### src/rtl/sound_sequencer.sv
// Fixed-priority buzzer scheduler: button tones, eat jingle and game-over jingle.
// Optional SOUND_MUTE_EN adds a mute input that silences tone_en/buzzer only.
module sound_sequencer #(
   parameter int unsigned TICK_DIV   = 50000,
   parameter int unsigned NOTE_TICKS = 120
) (
   input  logic        clk,
   input  logic        rst_n,
   input  logic [1:0]  btn_num,
   input  logic        pressed,
   input  logic        eat_req,
   input  logic        game_over,
`ifdef SOUND_MUTE_EN
   input  logic        mute,
`endif
   output logic [14:0] frequency,
   output logic        tone_en,
   output logic        buzzer,
   output logic        busy
);

   localparam int unsigned PW = (TICK_DIV > 1) ? $clog2(TICK_DIV) : 1;
   localparam int unsigned NW = (NOTE_TICKS > 1) ? $clog2(NOTE_TICKS) : 1;
   localparam logic [PW-1:0] PRESC_LAST = PW'(TICK_DIV - 1);
   localparam logic [NW-1:0] NOTE_LAST  = NW'(NOTE_TICKS - 1);

   typedef enum logic [2:0] {StIdle, StBtn, StEat, StOver, StHold} state_e;

   state_e          state_q, state_d;
   logic [PW-1:0]   presc_q, presc_d;
   logic [NW-1:0]   note_cnt_q, note_cnt_d;
   logic [1:0]      note_q, note_d;
   logic [14:0]     freq_d;
   logic [14:0]     hp_cnt_q;
   logic            tone_d;
   logic            in_jingle, tick, note_done, restart, mute_act;

`ifdef SOUND_MUTE_EN
   assign mute_act = mute;
`else
   assign mute_act = 1'b0;
`endif

   assign in_jingle = (state_q == StEat) || (state_q == StOver);
   assign tick      = in_jingle && (presc_q == PRESC_LAST);
   assign note_done = tick && (note_cnt_q == NOTE_LAST);

   always_comb begin
      state_d    = state_q;
      restart    = 1'b0;
      presc_d    = tick ? '0 : presc_q + 1'b1;
      note_cnt_d = note_done ? '0 : (tick ? note_cnt_q + 1'b1 : note_cnt_q);
      note_d     = note_done ? note_q + 2'd1 : note_q;

      if (game_over) begin
         if (state_q == StOver) begin
            if (note_done && note_q == 2'd3) state_d = StHold;
         end else if (state_q != StHold) begin
            state_d = StOver;
            restart = 1'b1;
         end
      end else if (state_q == StOver || state_q == StHold) begin
         state_d = StIdle;
      end else if (eat_req) begin
         state_d = StEat;
         restart = 1'b1;
      end else begin
         unique case (state_q)
            StIdle:  if (pressed) state_d = StBtn;
            StBtn:   if (!pressed) state_d = StIdle;
            StEat:   if (note_done && note_q == 2'd1) state_d = pressed ? StBtn : StIdle;
            default: ;
         endcase
      end

      // Counters only run inside a jingle and restart from zero on every entry.
      if (restart || !(state_d == StEat || state_d == StOver)) begin
         presc_d    = '0;
         note_cnt_d = '0;
         note_d     = '0;
      end
   end

   always_comb begin
      freq_d = 15'd0;
      case (state_d)
         StBtn: begin
            case (btn_num)
               2'd0: freq_d = 15'd25000;
               2'd1: freq_d = 15'd12500;
               2'd2: freq_d = 15'd8333;
               default: freq_d = 15'd6250;
            endcase
         end
         StEat: freq_d = (note_d == 2'd0) ? 15'd12500 : 15'd8333;
         StOver: begin
            case (note_d)
               2'd0: freq_d = 15'd6250;
               2'd1: freq_d = 15'd8333;
               2'd2: freq_d = 15'd12500;
               default: freq_d = 15'd25000;
            endcase
         end
         default: freq_d = 15'd0;
      endcase
      tone_d = (state_d == StBtn || state_d == StEat || state_d == StOver) && !mute_act;
   end

   always_ff @(posedge clk or negedge rst_n) begin
      if (!rst_n) begin
         state_q    <= StIdle;
         presc_q    <= '0;
         note_cnt_q <= '0;
         note_q     <= '0;
         frequency  <= '0;
         tone_en    <= 1'b0;
         busy       <= 1'b0;
         hp_cnt_q   <= '0;
         buzzer     <= 1'b0;
      end else begin
         state_q    <= state_d;
         presc_q    <= presc_d;
         note_cnt_q <= note_cnt_d;
         note_q     <= note_d;
         frequency  <= freq_d;
         tone_en    <= tone_d;
         busy       <= (state_d != StIdle);
         // A new note or a tone (re)start begins with a clean low half-period.
         if (!tone_d || !tone_en || freq_d != frequency) begin
            hp_cnt_q <= '0;
            buzzer   <= 1'b0;
         end else if (hp_cnt_q == frequency - 15'd1) begin
            hp_cnt_q <= '0;
            buzzer   <= ~buzzer;
         end else begin
            hp_cnt_q <= hp_cnt_q + 15'd1;
         end
      end
   end

endmodule

### config.mk
export PLATFORM = sky130hd
export DESIGN_NAME = sound_sequencer
export DESIGN_NICKNAME = d
export VERILOG_FILES = /design/src/rtl/sound_sequencer.sv
export SDC_FILE = /design/constraint.sdc
export NUM_CORES = 1
export LEC_CHECK = 0
export CELL_PAD_IN_SITES_DETAIL_PLACEMENT = 2
export CELL_PAD_IN_SITES_GLOBAL_PLACEMENT = 2
export CORE_MARGIN = 2
export CORE_UTILIZATION = 35
export DETAILED_ROUTE_END_ITERATION = 10
export GPL_TIMING_DRIVEN = 1
export PLACE_DENSITY_LB_ADDON = 0.1
export SYNTH_ARGS = -nofsm -noshare
export SYNTH_HDL_FRONTEND = slang
export SYNTH_SLANG_ARGS = --single-unit
### constraint.sdc
create_clock -name clk -period 3.5 [get_ports clk]
set_input_delay 0.525 -clock clk [delete_from_list [all_inputs] [get_ports clk]]
set_output_delay 0.525 -clock clk [all_outputs]
set_load 0.02 [all_outputs]
==> flow_summary.ini, run 1 <==
[grt]
grt_pass1_vias = 3544
grt_max_degree = 36
antenna_found_initial = 0
grt_overflow_total = 0
grt_first_pass_wirelength_um = 19300
grt_usage_pct = 21.6

[detailed_routing]
drcViolationCount = 0
final_antenna_net_count = 0
wire_per_inst_um = 22.0
dr.pass1.iters = 4
via_per_inst = 5.57
drt_wl_total_um = 13100
drtIter0Drc = 109
vias = 3322

[die]
chipHeight_um = 107
ioPinCount = 25
num_rows = 37
dieArea_um2 = 11400
core_um2 = 10300
initial_core_util_pct = 35.9
die_w_um = 107

[clock_network]
cts_sinks = 55
cts-root-buf = clkbuf_8
clock_latency_ns = 0.32
numCtsBuffers = 5
cts_htree_levels = 2
clockBufferDepth = 2
holdBufCountCts = 0
clk_pin_slew_ns = 0.12
cts_tree = done

[timing]
finClkSkew_ns = 0.0117
relSlewSlack_pct = 42.7
setup_viol = 16
max_freq_mhz = 269
hold_viol = 0
worst_pin_slew_ns = 0.859
timing.hold.ws_ns = 0.306
period_minus_slack_ns = 3.72
period_share_pct = 106
setup_slack_ns = -0.223
rsz0062_at_grt = true
finalMaxSlewViolations = 0

[place]
placed_cell_area_um2 = 4540
hpwl_um = 9010
gp_congestion = 0.822
dp_cells = 576
port_buffers = 22

[final_layout]
final_area_um2 = 5030
synthToLayoutAreaGrowth_pct = 35.6
fill_cells = 1056
n_antenna_cell = 0
layout.nets = 480
fin_util_pct = 48.7
drive_gt1_share_pct = 29.6
finalNonFillerCells = 596

[power_and_ir_drop]
p_per_area_nw_per_um2 = 267
leakagePower_nw = 2.03
vdd_drop_max_uv = 188
power.total_w = 0.00134

[synth]
synth-async-reset-ratio_pct = 100
synth_flop_cell = dfrtp_1
syn_area_um2 = 3710
ys_seq_area_share_pct = 37.1
ys_ff_latch = 55
synth-warning-count = 0
syn_inst = 385
syn_area_per_cell_um2 = 9.63
synth_cell_types = 76
synth_enable_flop_cells = 0

[setup_path]
cp-end-kind = register
worst-setup-path-type = reg2reg
cp_max_fo = 16
required_ns = 3.72
startpoint_type = register
reg2reg_from = presc_q[11]
r2r-end = hp_cnt_q[2]
r2r_slack_ns = -0.22
rr_worst_depth = 18
crit_arrival_ns = 3.95

[outcome]
violations = negative setup slack
status = finished with violations

[hold_path]
hp-class = in2async

[run]
maxCapViolCount = 0
==> metal layers <==
layer / vias to the layer above / track usage [%] / part of all wire [%]
met5: - / 0 / 0
met4: 0 / 3.53 / 1.3
met1: 1727 / 30.5 / 47
met3: 14 / 2.55 / 2.2
li1: 1528 / - / -
met2: 53 / 36.3 / 50
==> flip-flops by register name (all words and copies together), names as in the netlist <==
signal      cells
buzzer          1
presc_q        16
tone_en         1
hp_cnt_q       15
state_q         3
note_q          2
busy            1
note_cnt_q      7
frequency       9
==> area by class of cell <==
cell class	count	area (µm²)	area share, %
well taps	136	170	3.38
multi-input cells	293	2540	50.5
repair buffers	88	777	15.4
flip-flops and latches	55	1380	27.4
clock inverters	2	20.0	0.398
clock buffers	6	82.6	1.64
inverters	16	61.3	1.22
==> cell families (layout without fill, tap and decap cells) <==
logic type      after synthesis  in the layout  share of synthesized area [%]
fa+ha+maj                    14             14                           4.72
xor+xnor                     55             55                           13.2
buf+inv                      38            112                           4.89
compound gates               53             53                           12.6
flops                        55             55                           37.1
simple gates                166            166                           26.5
mux                           3              3                          0.843
other cells                   1              2                          0.101
==> critical path: stages, from the launching register on <==
cell	delay [ns]
dfrtp_1	0.40
or4b_4	0.55
buf_6	0.14
nor4_4	0.29
buf_4	0.21
a32oi_4	0.12
clkinv_2	0.10
nor2_4	0.06
nand2_2	0.10
nor2_4	0.05
inv_2	0.09
ha_4	0.18
nand2_2	0.07
buf_6	0.12
o311ai_4	0.24
xnor2_1	0.17
o2111ai_2	0.19
buf_12	0.23
nor4_4	0.29
==> report_power, final <==
group	internal, W	leakage, nW	switching (W)
clock network	0.000168	0.0533	0.000239
logic	0.000111	1.24	0.000153
registers	0.000649	0.736	0.0000236
==> stage by stage <==
step           TNS, ns  worst slack (ns)
2_1_floorplan        0           0.00678
3_3_place_gp     -2.21            -0.157
3_5_place_dp     -5.45            -0.381
4_1_cts         -0.715           -0.0823
5_1_grt          -4.59            -0.332
6_report         -2.82            -0.223
==> how the worst max path moves through the flow <==
stage / from / endpoint / slack [ns]
6_report: presc_q[11] / hp_cnt_q[2] / -0.22
5_1_grt: presc_q[11] / hp_cnt_q[5] / -0.33
4_1_cts: presc_q[7] / hp_cnt_q[9] / -0.08
3_5_place_dp: game_over / hp_cnt_q[11] / -0.38
3_3_place_gp: game_over / hp_cnt_q[4] / -0.16
2_1_floorplan: presc_q[12] / hp_cnt_q[10] / 0.007
==> what timing repair did <==
item | 4_1_cts | 5_1_grt
setup buffers | 1 | 10
setup endpoints to repair | 16 | 16
pin swaps | 5 | 25
gates resized for setup | 14 | 27
cloned | 0 | 1
==> Yosys cell counts (9+ instances only) <==
cell      instances  area share (%)
nand3_1          21             2.8
clkbuf_1         12             1.2
nand2_1          19             1.9
nor2_1           41             4.1
ha_1             14             4.7
xor2_1           22             5.2
and3_1           11             1.9
nor4_1            9             1.5
nor4_2           11             3.7
xnor2_1          32             7.6
dfrtp_1          55              37
inv_1            15             1.5
==> layout by cell type (no fill, tap or decap), types with 3 or more instances in the layout <==
| cell | n |
|---|---|
| and3_1 | 11 |
| o211ai_1 | 3 |
| buf_6 | 3 |
| o21a_1 | 3 |
| nand2_2 | 3 |
| nor3_1 | 6 |
| nor2_1 | 38 |
| nor2b_1 | 5 |
| nor4_4 | 18 |
| buf_4 | 59 |
| nand4b_1 | 3 |
| nand3_1 | 20 |
| xor2_1 | 21 |
| xnor2_1 | 30 |
| ha_1 | 12 |
| buf_12 | 3 |
| nand4_1 | 8 |
| dfrtp_1 | 55 |
| inv_1 | 14 |
| a211oi_1 | 4 |
| or3_1 | 4 |
| clkbuf_8 | 6 |
| o21ai_0 | 3 |
| a21oi_1 | 7 |
| nand2_1 | 16 |
| clkdlybuf4s50_1 | 21 |
| xnor2_2 | 3 |
Power figures use the tool's default switching activity.
==> inputs of run 2 (changes only) <==
Settings changed: ABC_AREA from default to 1, CORE_UTILIZATION 35 to 39.
Clock period 3.5 ns to 4.75 ns, I/O delays scaled along.
==> run 2 against run 1 <==
- the run now ends clean
- cell area decreased by 16%
- combinational power decreased by 38%
- critical path depth decreased by 4
- clock-buffer cell count unchanged
- clock power is 30% lower
- sequential share of layout area rose by 5.1 points
- total power shrank 30%
- global-route usage grew 0.10 points
- wire length fell by 22%
- utilization is 4.8 points lower
- die area down 7.2%
- flip-flop and latch count unchanged
- largest cell class unchanged
==> flow_summary.ini, run 2 <==
[synth]
yosysTopAreaCell = dfrtp_1
ys_ff_latch = 55
synth-warning-count = 0
ys_seq_area_share_pct = 36.0
post-synth-top-area-fraction_pct = 36.0
syn_area_per_cell_um2 = 8.19
syn_area_um2 = 3820
synth.most_common_cell = nand2_1
yosys-top-cells-area = dfrtp_1 (36%), nand2_1 (8.5%), inv_1 (5.7%)
syn_inst = 467
synth_cell_types = 47
ys_top_cells_by_count = nand2_1 (87), inv_1 (58), nor2_1 (57), dfrtp_1 (55), nand3_1 (30)
synth_enable_flop_cells = 0
synth-async-reset-ratio_pct = 100
synth_flop_cell = dfrtp_1

[detailed_routing]
dr.pass1.iters = 4
wire_per_inst_um = 16.5
drcViolationCount = 0
drtIter0Drc = 43
final_antenna_net_count = 0
via_per_inst = 5.06
vias = 3145
drt_wl_total_um = 10300

[power_and_ir_drop]
vdd_drop_max_uv = 205
power.total_w = 0.000940
leakagePower_nw = 1.91
p_per_area_nw_per_um2 = 222

[final_layout]
n_antenna_cell = 0
fill_cells = 1157
regMostFlops = presc_q
final_common_cell = nand2_1
drive_gt1_share_pct = 15.5
layout.nets = 510
largest_register_ffs = 16
reg_top3 = presc_q x16, hp_cnt_q x15, frequency x9
final_cell_mix = nand2_1 (87), inv_1 (58), nor2_1 (57)
seqCellArea_um2 = 1380
multi_input_area_um2 = 2120
synthToLayoutAreaGrowth_pct = 10.8
fin_util_pct = 43.9

[clock_network]
cts_tree = done
holdBufCountCts = 0
cts_htree_levels = 2
cts-root-buf = clkbuf_8
cts_setup_buffers = 0
clk_pin_slew_ns = 0.11
clock_latency_ns = 0.34
cts.repair.resized = 0
clockBufferDepth = 2
numCtsBuffers = 5
cts_sinks = 55

[timing]
relSlewSlack_pct = 49.7
period_share_pct = 78.7
rsz0062_at_grt = false
max_freq_mhz = 268
hold_viol = 0
period_minus_slack_ns = 3.74
fin_setup_tns_ns = 0
worst_pin_slew_ns = 0.754
setup_viol = 0
finClkSkew_ns = 0.0113
setup_slack_ns = 1.01
finalMaxSlewViolations = 0

[grt]
grt_first_pass_wirelength_um = 17700
grt_max_degree = 56
grt_overflow_total = 0
antenna_found_initial = 0
grt_usage_pct = 21.7
grt_pass1_vias = 3554

[setup_path]
cp_max_fo = 15
required_ns = 5.00
startpoint_type = input port
cp-end-kind = register
worst-setup-path-type = in2reg
crit_arrival_ns = 3.99
rr_worst_depth = 17

[outcome]
status = finished clean

[die]
chipHeight_um = 103
die_w_um = 103
dieArea_um2 = 10600
core_um2 = 9640
num_rows = 36
initial_core_util_pct = 39.7
ioPinCount = 25

[place]
gp_congestion = 0.804
port_buffers = 22
post-place-ws_ns = 0.695
hpwl_um = 7960

[hold_path]
hp-class = in2async

[run]
maxCapViolCount = 0
## run 2: layer usage
metal / global-route usage, % / share of wire, % / routed length [µm]
met1: 26.2 / 43 / 4440
met2: 39.6 / 53 / 5490
met3: 4.34 / 2.0 / 206
met4: 5.26 / 1.3 / 135
met5: 0 / 0 / 0
## run 2: metrics by stage
stage               area, µm²  hold WS, ns  cells
CTS                      4240        0.523    622
global route             4240        0.550    622
finish                   4240        0.508    622
floorplan                3830        0.417    468
detailed placement       4150        0.507    615
global placement         4150        0.447    615
## run 2: cell families (layout without fill, tap and decap cells)
family / after synthesis / after routing / share of synthesized area (%)
AOI/OAI and AO/OA: 31 / 31 / 5.70
xor gates and xnor gates: 30 / 30 / 7.07
adders and majority gates: 14 / 14 / 4.58
buffers and inverters: 78 / 99 / 8.61
DFF: 55 / 55 / 36.0
other: 1 / 2 / 0.0981
and+or+nand+nor: 258 / 258 / 37.9
## run 2: final timing paths
path	startpoint	to	slack, ns
worst max register to register	presc_q[0]	hp_cnt_q[3]	1.05
worst min-delay path	rst_n	presc_q[8]	0.51
max in group asynchronous	rst_n	hp_cnt_q[14]	3.74
worst min register to register	hp_cnt_q[0]	hp_cnt_q[0]	0.52
min in group clk	hp_cnt_q[0]	hp_cnt_q[0]	0.52
worst max-delay path	game_over	hp_cnt_q[3]	1.01
## run 2: power by group
| group | internal, W | switching, W |
|---|---|---|
| combinational | 0.0000568 | 0.000107 |
| clock | 0.000115 | 0.000169 |
| sequential | 0.000478 | 0.0000147 |
| total | 0.000649 | 0.000291 |
## run 2: area by class of cell
class / instances / share of cell area, %
clock buffer: 6 / 1.95
clock inverter: 1 / 0.118
inverter: 69 / 6.17
multi-input combinational: 335 / 50.1
sequential: 55 / 32.5
tap: 133 / 3.93
timing repair buffer: 23 / 5.26
## run 2: critical path, stage by stage
cell and delay [ns]:
clkdlybuf4s50_1 0.67, nor3_2 0.10, nand2_1 0.16, a21boi_4 0.34, nand4_2 0.23, ha_1 0.35
or2_2 0.29, nand3_1 0.12, o21bai_1 0.07, inv_1 0.06, nand2_1 0.08, nor2_4 0.15
nand4_4 0.41, nor2_1 0.23
